## src/rtl/shift_pkg.sv

```systemverilog
// Shared encodings for the barrel shift register: operation codes,
// control states and rotator modes.
package shift_pkg;

  typedef enum logic [2:0] {
    OP_HOLD  = 3'b000,
    OP_SHL   = 3'b001,
    OP_SHR   = 3'b010,
    OP_LOAD  = 3'b011,
    OP_ROL   = 3'b100,
    OP_ROR   = 3'b101,
    OP_ASR   = 3'b110,
    OP_BURST = 3'b111
  } op_t;

  typedef enum logic {
    ST_IDLE = 1'b0,
    ST_RUN  = 1'b1
  } state_t;

  typedef enum logic [1:0] {
    ROT_LEFT  = 2'b00,
    ROT_RIGHT = 2'b01,
    ROT_ASR   = 2'b10,
    ROT_NONE  = 2'b11
  } rot_mode_t;

  // Map an opcode onto the rotator mode it needs; non-rotator ops get ROT_NONE.
  function automatic rot_mode_t op_to_mode(input logic [2:0] op);
    rot_mode_t mode;
    case (op)
      OP_ROL:  mode = ROT_LEFT;
      OP_ROR:  mode = ROT_RIGHT;
      OP_ASR:  mode = ROT_ASR;
      default: mode = ROT_NONE;
    endcase
    return mode;
  endfunction

endpackage

```

## src/rtl/barrel_rotator.sv

```systemverilog
// Combinational rotate-left / rotate-right / arithmetic-right-shift datapath.
// The amount is log2(WIDTH) bits wide, so rotation is naturally modulo WIDTH.
module barrel_rotator
  import shift_pkg::*;
#(
  parameter int WIDTH   = 8,
  parameter int SHAMT_W = $clog2(WIDTH)
) (
  input  logic [WIDTH-1:0]   data,
  input  logic [SHAMT_W-1:0] amount,
  input  logic [1:0]         mode,
  output logic [WIDTH-1:0]   result
);

  localparam logic [SHAMT_W:0] W_L = (SHAMT_W+1)'(WIDTH);

  logic [SHAMT_W:0]         w_inv;
  logic [WIDTH-1:0]         w_rol;
  logic [WIDTH-1:0]         w_ror;
  logic signed [WIDTH-1:0]  w_asr;

  // Shifting by WIDTH-amount yields zero when amount is zero, so no special case.
  always_comb begin
    w_inv  = W_L - {1'b0, amount};
    w_rol  = (data << amount) | (data >> w_inv);
    w_ror  = (data >> amount) | (data << w_inv);
    w_asr  = $signed(data) >>> amount;
    case (rot_mode_t'(mode))
      ROT_LEFT:  result = w_rol;
      ROT_RIGHT: result = w_ror;
      ROT_ASR:   result = w_asr;
      default:   result = data;
    endcase
  end

endmodule

```

## src/rtl/barrel_shift_register.sv

```systemverilog
// Shift register with single-cycle shift/rotate/load operations and a
// multi-cycle serial burst mode sequenced by a two-state controller.
module barrel_shift_register
  import shift_pkg::*;
#(
  parameter int WIDTH   = 8,
  parameter int SHAMT_W = $clog2(WIDTH)
) (
  input  logic               clk,
  input  logic               clr,
  input  logic               en,
  input  logic [2:0]         op,
  input  logic [SHAMT_W-1:0] shamt,
  input  logic               l_in,
  input  logic               r_in,
  input  logic [WIDTH-1:0]   d,
  output logic [WIDTH-1:0]   q,
  output logic               so,
  output logic               busy,
  output logic               done
);

  localparam logic [SHAMT_W-1:0] CNT_ZERO = '0;
  localparam logic [SHAMT_W-1:0] CNT_ONE  = {{(SHAMT_W-1){1'b0}}, 1'b1};

  state_t             r_state;
  logic [WIDTH-1:0]   r_q;
  logic               r_so;
  logic               r_busy;
  logic               r_done;
  logic [SHAMT_W-1:0] r_count;

  state_t             w_state_next;
  logic [WIDTH-1:0]   w_q_next;
  logic               w_so_next;
  logic               w_done_next;
  logic [SHAMT_W-1:0] w_count_next;
  logic [1:0]         w_rot_mode;
  logic [WIDTH-1:0]   w_rot_result;

  assign w_rot_mode = op_to_mode(op);

  barrel_rotator #(
    .WIDTH   (WIDTH),
    .SHAMT_W (SHAMT_W)
  ) u_rotator (
    .data   (r_q),
    .amount (shamt),
    .mode   (w_rot_mode),
    .result (w_rot_result)
  );

  // Next-state and datapath selection; commands are only decoded in IDLE.
  always_comb begin
    w_state_next = r_state;
    w_q_next     = r_q;
    w_so_next    = r_so;
    w_done_next  = 1'b0;
    w_count_next = r_count;
    case (r_state)
      ST_IDLE: begin
        if (en) begin
          case (op_t'(op))
            OP_HOLD: begin
              w_q_next = r_q;
            end
            OP_SHL: begin
              w_q_next  = {r_q[WIDTH-2:0], r_in};
              w_so_next = r_q[WIDTH-1];
            end
            OP_SHR: begin
              w_q_next  = {l_in, r_q[WIDTH-1:1]};
              w_so_next = r_q[0];
            end
            OP_LOAD: begin
              w_q_next = d;
            end
            OP_ROL, OP_ROR, OP_ASR: begin
              w_q_next = w_rot_result;
            end
            OP_BURST: begin
              if (shamt != CNT_ZERO) begin
                w_state_next = ST_RUN;
                w_count_next = shamt;
              end else begin
                w_done_next = 1'b1;
              end
            end
            default: begin
              w_q_next = r_q;
            end
          endcase
        end else begin
          w_q_next = r_q;
        end
      end
      ST_RUN: begin
        w_q_next     = {r_q[WIDTH-2:0], r_in};
        w_so_next    = r_q[WIDTH-1];
        w_count_next = r_count - CNT_ONE;
        if (r_count == CNT_ONE) begin
          w_state_next = ST_IDLE;
          w_done_next  = 1'b1;
        end else begin
          w_state_next = ST_RUN;
        end
      end
      default: begin
        w_state_next = ST_IDLE;
      end
    endcase
  end

  // State and output registers; clr wins over any pending command or burst.
  always_ff @(posedge clk) begin
    if (clr) begin
      r_state <= ST_IDLE;
      r_q     <= '0;
      r_so    <= 1'b0;
      r_busy  <= 1'b0;
      r_done  <= 1'b0;
      r_count <= '0;
    end else begin
      r_state <= w_state_next;
      r_q     <= w_q_next;
      r_so    <= w_so_next;
      r_busy  <= (w_state_next == ST_RUN);
      r_done  <= w_done_next;
      r_count <= w_count_next;
    end
  end

  assign q    = r_q;
  assign so   = r_so;
  assign busy = r_busy;
  assign done = r_done;

endmodule

```

## config.mk

```make
export PLATFORM = sky130hd
export DESIGN_NAME = barrel_shift_register
export DESIGN_NICKNAME = d
export VERILOG_FILES = /design/src/rtl/shift_pkg.sv /design/src/rtl/barrel_rotator.sv /design/src/rtl/barrel_shift_register.sv
export SDC_FILE = /design/constraint.sdc
export NUM_CORES = 1
export LEC_CHECK = 0
export ABC_AREA = 0
export BUFFER_PORTS_ARGS = -buffer_cell sky130_fd_sc_hd__buf_2
export CAP_MARGIN = 20
export CORE_ASPECT_RATIO = 1.4
export CORE_MARGIN = 2
export CORE_UTILIZATION = 40
export CTS_CLUSTER_DIAMETER = 40
export DETAILED_ROUTE_END_ITERATION = 10
export GPL_ROUTABILITY_DRIVEN = 0
export HOLD_SLACK_MARGIN = 0.15
export PLACE_DENSITY_LB_ADDON = 0.12
export SLEW_MARGIN = 20
export SYNTH_ARGS = -nofsm -noshare
export SYNTH_HDL_FRONTEND = slang
export SYNTH_SLANG_ARGS = --single-unit
```

## constraint.sdc

```tcl
create_clock -name clk -period 7.1 [get_ports clk]
set_input_delay 0.355 -clock clk [delete_from_list [all_inputs] [get_ports clk]]
set_output_delay 0.355 -clock clk [all_outputs]
set_load 0.01 [all_outputs]
```

**After elaboration in Yosys (flattened, before gate mapping)**

Cells that the tools add are included.
W data, S select, Z words.

- Reduce and logical (&&, ||, !) cells: 6
- Mux-type cells: 22
- Add/subtract/negate cells: 2
- Equal/unequal tests: 16
- Shift operators: 5
- Bitwise operators: 3

Operator list:

| kind | number |
|---|---|
| $pmux W8 S4 | 1 |
| $pmux W8 S3 | 1 |
| $or A8 B8 Y8 | 2 |
| $pmux W8 S2 | 1 |
| $eq A3 B3 Y1 const B | 4 |
| $mux W1 | 9 |
| $mux W3 | 3 |
| $mux W8 | 1 |
| $pmux W1 S2 | 4 |
| $shl A8 B3 Y8 | 1 |
| $shl A8 B4 Y8 | 1 |
| $shr A8 B3 Y8 | 1 |
| $shr A8 B4 Y8 | 1 |
| $sshr A8 B3 Y8 | 1 |
| $eq A3 B1 Y1 const B | 2 |
| $eq A3 B2 Y1 const B | 2 |
| $pmux W2 S3 | 1 |
| $pmux W3 S2 | 1 |
| $reduce_and A3 Y1 | 2 |
| $ne A5 B1 Y1 const B | 1 |
| $ne A5 B2 Y1 const B | 1 |
| $ne A2 B2 Y1 const B | 2 |
| $sub A4 B3 Y4 const A | 1 |
| $ne A3 B1 Y1 const B | 1 |
| 9 further kinds | 9 |

- Register bits after elaboration: 14
- Logic and storage cells: 59
- Output and inout port bits: 11

**Logic depth before layout (Yosys ltp)**

Gate-level depths: netlist of the first run.

- Depth in word-level cells: 7
- Depth in mapped cells: 13
- Mapped depth without buffers: 9

**By module**

From an unflattened synthesis of the first run, not the netlist that was laid out.

- Cells, all modules: 278
- Area, all modules: 2283.4 µm²

By module, submodules not included:

| module | area an instance (µm²) | times used | cells an instance | sequential area each (µm²) |
|---|---|---|---|---|
| barrel_rotator | 1218.7 | 1 | 167 | 0.0 |
| barrel_shift_register | 1064.8 | 1 | 111 | 280.3 |

**Worst setup path before layout of the first run**

Ideal clock, no wire load.

- Path type: input port to flip-flop
- From: input port op[0]
- To: register r_q[6] (netlist: q[6])
- Setup time: 58 ps
- Buffers on the path: 4
- Arrival: 2883 ps
- Stages on the path: 12
- Path slack: 4159 ps
- Path through: clkbuf_1 clkbuf_1 nand2_1 or2_2 ha_1 buf_2 nand2b_1 a211o_1 and2_1 buf_2 a2111oi_0 a31o_2

- Cells in the longest elaborated chain, start to end: 7
- Elaborated cells between the ends (all ways): 18
- Classes of those cells: eq/ne (10); mux (5); reduce/logical (3)

Ends and longest elaborated chain:

| element | RTL line | source |
|---|---|---|
| start: declaration | barrel_shift_register.sv:12 | `input logic [2:0] op,` |
| $eq A3 B3 Y1 | shift_pkg.sv:31, barrel_shift_register.sv:63 |  |
| $pmux W2 S3 | shift_pkg.sv:31 | `case (op)` |
| $eq A2 B2 Y1, or another cell as far along | barrel_rotator.sv:28 | `case (rot_mode_t'(mode))` |
| $pmux W8 S3 | barrel_rotator.sv:28 |  |
| $pmux W8 S4 | barrel_shift_register.sv:63 | `case (op_t'(op))` |
| $mux W8 | barrel_shift_register.sv:62 | `if (en) begin` |
| $pmux W8 S2 | barrel_shift_register.sv:60 | `case (r_state)` |
| end signal: assignment | barrel_shift_register.sv:125 | `r_q <= w_q_next;` |
| end: declaration | barrel_shift_register.sv:27 | `logic [WIDTH-1:0] r_q;` |

Several ways; a longest one is shown, not always the timed one. The select of a mux whose other input is x is not followed.
A chain may end at the register's enable or synchronous reset.

**Final worst setup path of the first run**

- From: input port shamt[0]
- To: register r_q[4] (netlist: q[4])

- Cells in the longest elaborated chain, start to end: 7
- Elaborated cells between the ends (all ways): 12
- Classes of those cells: add/sub (1); shift (5); mux (4); bitwise (2)

Ends and longest elaborated chain:

| element | RTL line | source |
|---|---|---|
| start: declaration | barrel_shift_register.sv:13 | `input logic [SHAMT_W-1:0] shamt,` |
| $sub A4 B3 Y4 | barrel_rotator.sv:24 | `w_inv = W_L - {1'b0, amount};` |
| $shl A8 B4 Y8 or $shr A8 B4 Y8 (tied branches) | barrel_rotator.sv:26, barrel_rotator.sv:25 |  |
| $or A8 B8 Y8 (on tied branches) | barrel_rotator.sv:26, barrel_rotator.sv:25 |  |
| $pmux W8 S3 * | barrel_rotator.sv:28 |  |
| $pmux W8 S4 * | barrel_shift_register.sv:63 |  |
| $mux W8 * | barrel_shift_register.sv:62 |  |
| $pmux W8 S2 * | barrel_shift_register.sv:60 |  |

Every way passes the cells marked *; elsewhere a longest branch is shown, timed or not. The select of a mux whose other input is x is not followed.

==> metrics.md, run 1 <==
| Metric | Value |
|---|---|
| Met2 usage in global routing | `between 40% and 50%` |
| Die footprint | `6600 µm²` |
| Io pins | `30` |
| FF-to-FF path depth | `5` |
| Power Density | `around 130 nW/µm²` |
| Final Max Tran Viols | `0` |
| Share of layout cells above drive strength 1 | `between 20% and 30%` |
| Initial core utilization | `between 40% and 50%` |
| CTS tree | `done` |
| # DRC | `0` |
| Worst-case clock skew | `about 5.3 ps` |
| Gr usage total | `between 20% and 30%` |
| Synthesis-stage register bit count | `14` |
| Commonest non-fill, non-tap cells in the layout | `29 x nor2_1, 29 x buf_2, 21 x nand2_1` |
| DRT antenna net count | `0` |
| Fillers | `roughly 630` |
| Multi-input logic area | `roughly 1900 µm²` |
| Top-area cell type share of the netlist area | `between 10% and 20%` |
| Logic pwr share | `around 44%` |
| Synth Flop Type | `dfxtp_1` |
| Number of setup buffers added after CTS | `0` |
| IO Port Bufs | `29` |
| Vias in the first global route | `roughly 2300` |
| Overflow left after global routing | `0` |
| Internal Power | `between 0.00015 and 0.0002 W` |
| Cells after synthesis | `316` |
| Initial antenna violation count | `0` |
| Met3 usage | `1.69%` |
| Routed vias/inst | `6.65` |
| Seq/Total Area, Yosys | `a little under an eighth` |
| Final net count | `between 300 and 400` |
| Sequential Power Share | `31.7%` |
| Outcome | `completed` |
| WL final | `between 7000 and 8000 µm` |
| Final Cycle Share | `around half` |
| Initial DRC Count | `~220` |
| Setup TNS | `0 ps` |
| 1st-pass router iterations | `5` |
| RSZ-0062 raised after global routing | `false` |
| Num rows | `33` |
| CTS HTree Levels | `1` |
| Max-cap violations | `0` |
| Psw | `0.000129 W` |
| Fin. Hold Viols | `0` |
| Top post-synthesis cells by area | `dfxtp_1 12%, mux4_2 8.5%, mux2i_1 5.9%` |
| Internal reg-to-reg setup slack | `roughly 4900 ps` |
| Clock sinks | `14` |
| Synth warn | `0` |
| Worst-path clk slew | `about 60 ps` |
| Async set-reset flop share out of synthesis | `0%` |
| Terminus of the critical flop-to-flop path | `q[5]` |
| DR WL/cell | `20.6 µm` |
| Min-delay src | `clr` |
| Mapped Area | `between 2000 and 2500 µm²` |
| Syn avg cell area | `roughly 7.5 µm²` |
| Diode count | `0` |
| Hold path depth | `2` |
| Leakage power | `roughly 0.94 nW` |
| CTS buffer count | `3` |
| FF+latch area | `about 280 µm²` |
| Worst setup startpoint | `shamt[0]` |
| Clock share of power | `between 20% and 30%` |
| DIE HEIGHT | `roughly 95 µm` |
| Worst vdd ir | `between 0.08 and 0.09 mV` |
| Buffers from clock root to sink, at most | `2` |
| First-pass GRT wire length | `~13000 µm` |
| CP Launch Type | `primary input` |
| M1 GR Usage | `around 32%` |
| Critical path capture point type | `flop` |
| CP required | `~7200 ps` |
| Die X-Extent | `roughly 69 µm` |
| Number of synthesized flops with an enable pin | `0` |
| Post-cts sizing count | `0` |
| Area Overhead vs Synth | `5.56%` |
| RR Startpoint | `q[7]` |
| Tmin final | `around 3700 ps` |
| Netlist cell types | `between 50 and 60` |
| Actual slew at the worst max-slew pin | `~800 ps` |
| Post-synth top area cell | `dfxtp_1` |
| Slew headroom | `~45%` |
| Syn nets | `about 340` |
| Hpwl dp | `5550 µm` |
| Core area | `approximately 5800 µm²` |
| Sw Ratio | `40.2%` |
| Root buf cell | `clkbuf_8` |
| WHS Endpoint | `so` |
| GRT busiest layer | `met2` |
| Hold Crit Class | `primary input to flop` |
| Critical path data arrival time | `~3800 ps` |
| Fmax | `0.273 GHz` |
| Setup CP Type | `primary input to flop` |
| Post-CTS Hold Fix Bufs | `0` |
| Crit-path max FO | `37` |
| Worst-Skew Late Latency | `roughly 250 ps` |
| Largest net degree at the start of global routing | `38` |
| Fin Hold WS | `between 400 and 500 ps` |
| Vias post-DR | `2553` |
| Setup violators final | `0` |
-- kinds of logic (layout without fill, tap and decap cells) --
group / Yosys count / count (layout) / share of synthesized area, %
fa+ha+maj: 7 / 7 / 3.67
xor+xnor: 1 / 1 / 0.367
compound gates: 114 / 114 / 34.2
buf+inv: 47 / 45 / 8.55
flops: 14 / 14 / 11.8
simple gates: 98 / 98 / 20.8
mux: 35 / 35 / 20.7
-- state kept, by name, indices dropped and copies added, names as in the netlist --
signal and cells:
so 1, done 1, busy 1, r_count 3
q 8
-- power by group through the flow --
stage | sequential, W | clock [W] | combinational, W
3_3_place_gp | 0.000103 | 0 | 0.000138
3_5_place_dp | 0.000103 | 0 | 0.000138
4_1_cts | 0.000101 | 0.0000812 | 0.000138
2_1_floorplan | 0.0000910 | 0 | 0.000113
6_report | 0.000101 | 0.0000791 | 0.000140
5_1_grt | 0.000103 | 0.0000828 | 0.000153
-- worst max-delay path, stage by stage --
cell,delay [ps]
buf_2,570
inv_1,390
ha_1,940
mux4_2,590
and3_1,190
a311o_1,320
a221oi_2,290
o22ai_1,120
-- metrics by stage --
step / utilization, % / worst slack, ps / cells / instance area [µm²] / total power [W]
final: 43.2 / 3440 / 384 / 2520 / 0.000321
after global routing: 43.2 / 3230 / 384 / 2520 / 0.000339
after floorplan: - / 4160 / 316 / 2380 / 0.000204
after global placement: 42.3 / 3320 / 380 / 2460 / 0.000242
after CTS: 43.2 / 3520 / 384 / 2520 / 0.000321
after detailed placement: 42.3 / 3250 / 380 / 2460 / 0.000241
-- synth_stat cells (all sizes together), types with 3 or more instances --
cell	number
o2bb2ai	4
a32o	3
or2	4
mux2	11
clkbuf	21
o221ai	4
ha	7
o211ai	8
mux2i	14
a211o	4
nand3b	3
buf	15
nand3	6
a21oi	20
a31oi	7
and2	3
a211oi	9
dfxtp	14
inv	11
o31ai	6
nand2b	8
a221oi	3
nor3	4
nor2b	6
o22ai	3
nor3b	8
o21ai	18
mux4	10
a2111oi	4
a22o	3
o2111ai	3
a22oi	3
nor2	29
nand2	21
-- worst max path at each step --
stage                     depth (start not counted)    to  slack, ps
after floorplan                                  12  q[6]       4160
after global placement                            8  q[4]       3320
after detailed placement                          8  q[4]       3250
after CTS                                         8  q[4]       3520
after global routing                              8  q[4]       3230
final                                             8  q[4]       3440
-- layout make-up --
cell class	count	share of cell area [%]
clock buffer	4	2.19
inverter	11	1.64
multi-input combinational	255	75.5
sequential	14	11.1
tap	70	3.48
timing repair buffer	30	6.06
-- metal layers --
metal | wire length (µm) | vias to the layer above
li1 | - | 1204
met1 | 3340 | 1202
met2 | 3840 | 123
met3 | 413 | 24
met4 | 302 | 0
met5 | 0 | -
Note: power is estimated with default switching activity, not from simulation.
==> run 2, diff against run 1 <==
==> constraint.sdc (replaced) <==
create_clock -name clk -period 3.1 [get_ports clk]
set_input_delay 0.155 -clock clk [delete_from_list [all_inputs] [get_ports clk]]
set_output_delay 0.155 -clock clk [all_outputs]
set_load 0.01 [all_outputs]
==> run 2 against run 1 <==
Register-to-register slack worse by 4000 ps. Non-clock buffer count increased by 13. Highest routed layer unchanged. Core utilization increased by 1.7 points. Critical path type unchanged. Clock-buffer cell count unchanged. Clock power up 130%. Worst setup slack worse by 2700 ps. Sequential share of layout area shrank 0.42 points. Critical endpoint is now q[3]. Largest cell class unchanged.
==> metrics.md, run 2 (synthesis results as in run 1) <==
| Metric | Value |
|---|---|
| Setup TNS | `0 ps` |
| Final Max Tran Viols | `0` |
| Max-cap violations | `0` |
| # DRC | `0` |
| Actual slew at the worst max-slew pin | `796 ps` |
| Largest net degree at the start of global routing | `37` |
| Multi-input logic area | `about 1900 µm²` |
| Crit path buffers/inverters | `1` |
| Die X-Extent | `a little under 70 µm` |
| FF-to-FF path depth | `5` |
| WL final | `8320 µm` |
| Critical Path Max Stage Delay | `around 520 ps` |
| Final Cycle Share | `around three quarters` |
| Area Overhead vs Synth | `9.65%` |
| CP Launch Type | `primary input` |
| Worst vdd ir | `roughly 0.28 mV` |
| Core area | `slightly below 6000 µm²` |
| Commonest non-fill, non-tap cells in the layout | `29 x nor2_1, 29 x buf_2, 21 x nand2_1` |
| Worst-case clock skew | `between 2 and 2.5 ps` |
| CTS buffer count | `3` |
| DRT antenna net count | `0` |
| Hold Crit Class | `primary input to flop` |
| Routed vias/inst | `6.52` |
| Hpwl dp | `a little under 6000 µm` |
| Final cell count without fillers | `roughly 400` |
| First-pass GRT wire length | `13000 µm` |
| Outcome | `completed` |
| CP required | `approximately 3300 ps` |
| CP delay by family, top | `compound AO/OA/AOI/OAI gates` |
| Overflow left after global routing | `0` |
| Power Density | `290 nW/µm²` |
| Initial core utilization | `41.0%` |
| Post-CTS Hold Fix Bufs | `0` |
| Crit-path max FO | `25` |
| Slew headroom | `a little under half` |
| Post-Place Cells | `between 300 and 400` |
| Tmin final | `about 2300 ps` |
| DR WL/cell | `about 21 µm` |
| Share of layout cells above drive strength 1 | `approximately a quarter` |
| Fillers | `580` |
| FF+latch area | `280 µm²` |
| 1st-pass router iterations | `6` |
| Fmax | `around 0.43 GHz` |
| Crit path cell chain | `buf_2 > nand2_1 > or2_2 > ha_1 > nand2b_1 > a211o_1 > a211oi_1 > o21ai_0 > o2bb2ai_1` |
| Post-cts sizing count | `0` |
| RSZ-0062 raised after global routing | `false` |
| CTS tree | `done` |
| Number of setup buffers added after CTS | `0` |
| Clock sinks | `14` |
| Buffers from clock root to sink, at most | `2` |
| RR Startpoint | `q[2]` |
| Worst-Skew Late Latency | `around 250 ps` |
| Fin. Hold Viols | `0` |
| Critical path capture point type | `flop` |
| Vias in the first global route | `2378` |
| Vias post-DR | `2587` |
| Setup violators final | `0` |
| Terminus of the critical flop-to-flop path | `q[2]` |
| CP max stage cell | `a211oi_1` |
| Initial antenna violation count | `0` |
| Setup CP Type | `primary input to flop` |
| Final net count | `between 300 and 400` |
| DIE HEIGHT | `roughly 95 µm` |
| Critical path data arrival time | `2510 ps` |
| IO Port Bufs | `29` |
| Diode count | `0` |
| Min-delay src | `clr` |
| Worst-path clk slew | `around 60 ps` |
| Die footprint | `between 6000 and 7000 µm²` |
| Initial DRC Count | `roughly 330` |
| Hold path depth | `2` |
| Io pins | `30` |
| WHS Endpoint | `so` |
| Gr usage total | `about 25%` |
| Internal reg-to-reg setup slack | `roughly 870 ps` |
| Max reg flops | `8` |
| Num rows | `33` |
| Root buf cell | `clkbuf_8` |
| CTS HTree Levels | `1` |
| Leakage power | `roughly 1.0 nW` |
## run 2: changes by cell type in the layout (fill, tap and decap cells not counted), sizes merged
cell,before,now
buf,30,43
## run 2: how the worst max path moves through the flow
stage / cells past startpoint / slack, ps / start / endpoint
CTS: 9 / 760 / op[0] / q[3]
detailed placement: 9 / 490 / op[0] / q[3]
floorplan: 12 / 360 / op[0] / q[6]
global placement: 9 / 570 / op[0] / q[3]
global route: 9 / 440 / op[0] / q[3]
finish: 9 / 770 / op[0] / q[3]
## run 2: final cells by class
type / instances / area share (%)
repair buffers: 43 / 9.57
well taps: 70 / 3.35
flip-flops and latches: 14 / 10.7
multi-input cells: 255 / 72.7
inverters: 11 / 1.58
clock buffers: 4 / 2.11
## run 2: metrics by stage
step	cell area [µm²]	hold slack (ps)	util, %	setup WS (ps)	total power (W)
5_1_grt	2620	239	44.9	435	0.000798
4_1_cts	2620	239	44.9	761	0.000755
2_1_floorplan	2380	380	-	359	0.000467
3_5_place_dp	2560	468	44.0	492	0.000571
6_report	2620	238	44.9	773	0.000759
3_3_place_gp	2560	463	44.0	573	0.000575
## run 2: power breakdown
group	switching (W)	internal, W	total [W]
clock network	0.0000708	0.000113	0.000183
registers	0.0000338	0.000190	0.000224
logic	0.000202	0.000150	0.000351
## run 2: routing by layer
metal	GRT usage (%)	vias to the layer above	wire, µm	part of all wire [%]
met3	1.37	25	368	4.4
li1	-	1226	-	-
met4	11.1	0	311	3.7
met2	42.5	112	4090	49
met5	0	-	0	0
met1	32.2	1224	3540	43
==> run 3, diff against run 2 <==
==> constraint.sdc (replaced) <==
create_clock -name clk -period 2 [get_ports clk]
set_input_delay 0.1 -clock clk [delete_from_list [all_inputs] [get_ports clk]]
set_output_delay 0.1 -clock clk [all_outputs]
set_load 0.01 [all_outputs]
==> run 3 against run 2 <==
Sequential power grew 51%. Critical path type is now flop to flop. Combinational power grew 84%. Die area is the same. Clock power grew 55%. Critical path depth shrank 3. Clock-buffer cell count is the same. Cell count grew 10%. Sequential cell count is the same. Largest cell class unchanged. Via count grew 7.3%.
==> metrics.md, run 3 (synthesis results as in run 1) <==
| Metric | Value |
|---|---|
| CP delay by family, top | `compound AO/OA/AOI/OAI gates` |
| IO Port Bufs | `29` |
| Initial core utilization | `about two fifths` |
| Terminus of the critical flop-to-flop path | `q[1]` |
| CP max stage cell | `dfxtp_1` |
| Routed vias/inst | `6.34` |
| Setup CP Type | `flop to flop` |
| Leakage power | `1.23 nW` |
| Final net count | `395` |
| Slew headroom | `approximately three fifths` |
| Critical Path Max Stage Delay | `around 400 ps` |
| Crit path buffers/inverters | `1` |
| CTS buffer count | `3` |
| Power Density | `approximately 420 nW/µm²` |
| Max reg flops | `8` |
| Final Cycle Share | `around 97%` |
| Internal reg-to-reg setup slack | `roughly 67 ps` |
| CP required | `2140 ps` |
| Actual slew at the worst max-slew pin | `569 ps` |
| Critical path capture point type | `flop` |
| Share of layout cells above drive strength 1 | `between 30% and 40%` |
| Commonest non-fill, non-tap cell in the layout | `buf_4` |
| WL met2 | `around 4400 µm` |
| Total power | `roughly 0.0013 W` |
| Fin. Hold Viols | `0` |
| DIE HEIGHT | `95.4 µm` |
| Die footprint | `6600 µm²` |
| Core area | `between 5000 and 6000 µm²` |
| Area Overhead vs Synth | `25.9%` |
| 1st-pass router iterations | `7` |
| # DRC | `0` |
| Clock sinks | `14` |
| Io pins | `30` |
| CTS tree | `done` |
| FF-to-FF path depth | `6` |
| Worst-Skew Late Latency | `~250 ps` |
| Initial DRC Count | `256` |
| Commonest non-fill, non-tap cells in the layout | `54 x buf_4, 29 x nor2_1, 29 x buf_2` |
| Setup violators final | `0` |
| Root buf cell | `clkbuf_8` |
| Worst-path clk slew | `about 60 ps` |
| Critical path data arrival time | `approximately 2100 ps` |
| Number of setup buffers added after CTS | `0` |
| Gr usage total | `26.4%` |
| Die X-Extent | `69.3 µm` |
| Fmax | `between 0.5 and 0.6 GHz` |
| Num rows | `33` |
| Max-cap violations | `0` |
| Tmin final | `just under 2000 ps` |
| RSZ-0062 raised after global routing | `false` |
| Hold Crit Class | `primary input to flop` |
| DP Worst Slack | `-156 ps` |
| M1 WL | `~3400 µm` |
| CP Capture Point | `q[1]` |
| CTS HTree Levels | `1` |
| DRT antenna net count | `0` |
| Final setup margin | `roughly 67 ps` |
| Worst path depth | `6` |
| Diode count | `0` |
| WL final | `roughly 8700 µm` |
| Vias post-DR | `between 2000 and 3000` |
| Crit-path max FO | `7` |
| Worst-case clock skew | `just under 4 ps` |
| RR Startpoint | `q[5]` |
| Largest net degree at the start of global routing | `37` |
| Final Max Tran Viols | `0` |
| Buffers from clock root to sink, at most | `2` |
| Max layer used | `met4` |
| Post-cts sizing count | `0` |
| First-pass GRT wire length | `13900 µm` |
| DR WL/cell | `19.8 µm` |
| Initial antenna violation count | `0` |
| Worst vdd ir | `about 0.33 mV` |
| CP Launch Type | `flop` |
| Post-CTS Hold Fix Bufs | `0` |
| Overflow left after global routing | `0` |
| Met3 wire len | `around 350 µm` |
| Crit path cell chain | `buf_4 > mux2_2 > a31oi_2 > a21oi_2 > a211o_1 > a32o_1` |
| Hpwl dp | `6690 µm` |
| Worst setup startpoint | `q[5]` |
| Vias in the first global route | `2716` |
| Outcome | `completed` |
run 3: changes by cell type in the layout (fill, tap and decap cells not counted), sizes merged:
| cell | before | now |
|---|---|---|
| buf | 43 | 84 |
run 3: stage by stage:
stage,instances,utilization (%),hold WS (ps),TNS (ps),area (µm²)
6_report,438,51.6,194,0,3000
5_1_grt,438,51.6,205,0,3000
4_1_cts,438,51.3,191,0,2990
3_5_place_dp,434,50.4,453,-326,2930
3_3_place_gp,434,50.4,454,-321,2930
2_1_floorplan,316,-,325,-1180,2520
run 3: where the power goes:
part / internal (W) / switching, W / leakage [nW]
sequential: 0.000296 / 0.0000423 / 0.115
clock: 0.000175 / 0.000108 / 0.0288
combinational: 0.000302 / 0.000343 / 1.08
total: 0.000773 / 0.000494 / 1.23
run 3: per-layer routing:
layer | track usage [%] | vias up
li1 | - | 1310
met1 | 30.6 | 1331
met2 | 49.8 | 106
met3 | 1.69 | 30
met4 | 11.9 | 0
met5 | 0 | -
run 3: area by class of cell:
| class | count | area (µm²) |
|---|---|---|
| multi-input cells | 255 | 1960 |
| fillers | 607 | 2820 |
| flip-flops and latches | 14 | 284 |
| well taps | 70 | 87.6 |
| repair buffers | 84 | 571 |
| clock buffers | 4 | 55.1 |
| inverters | 11 | 43.8 |
run 3: worst min-delay path by stage:
stage | startpoint | end | cells after the start
5_1_grt | clr | so | 2
2_1_floorplan | clr | q[3] | 2
3_5_place_dp | clr | done | 2
6_report | clr | so | 2
3_3_place_gp | clr | so | 2
4_1_cts | clr | r_count[1] | 2
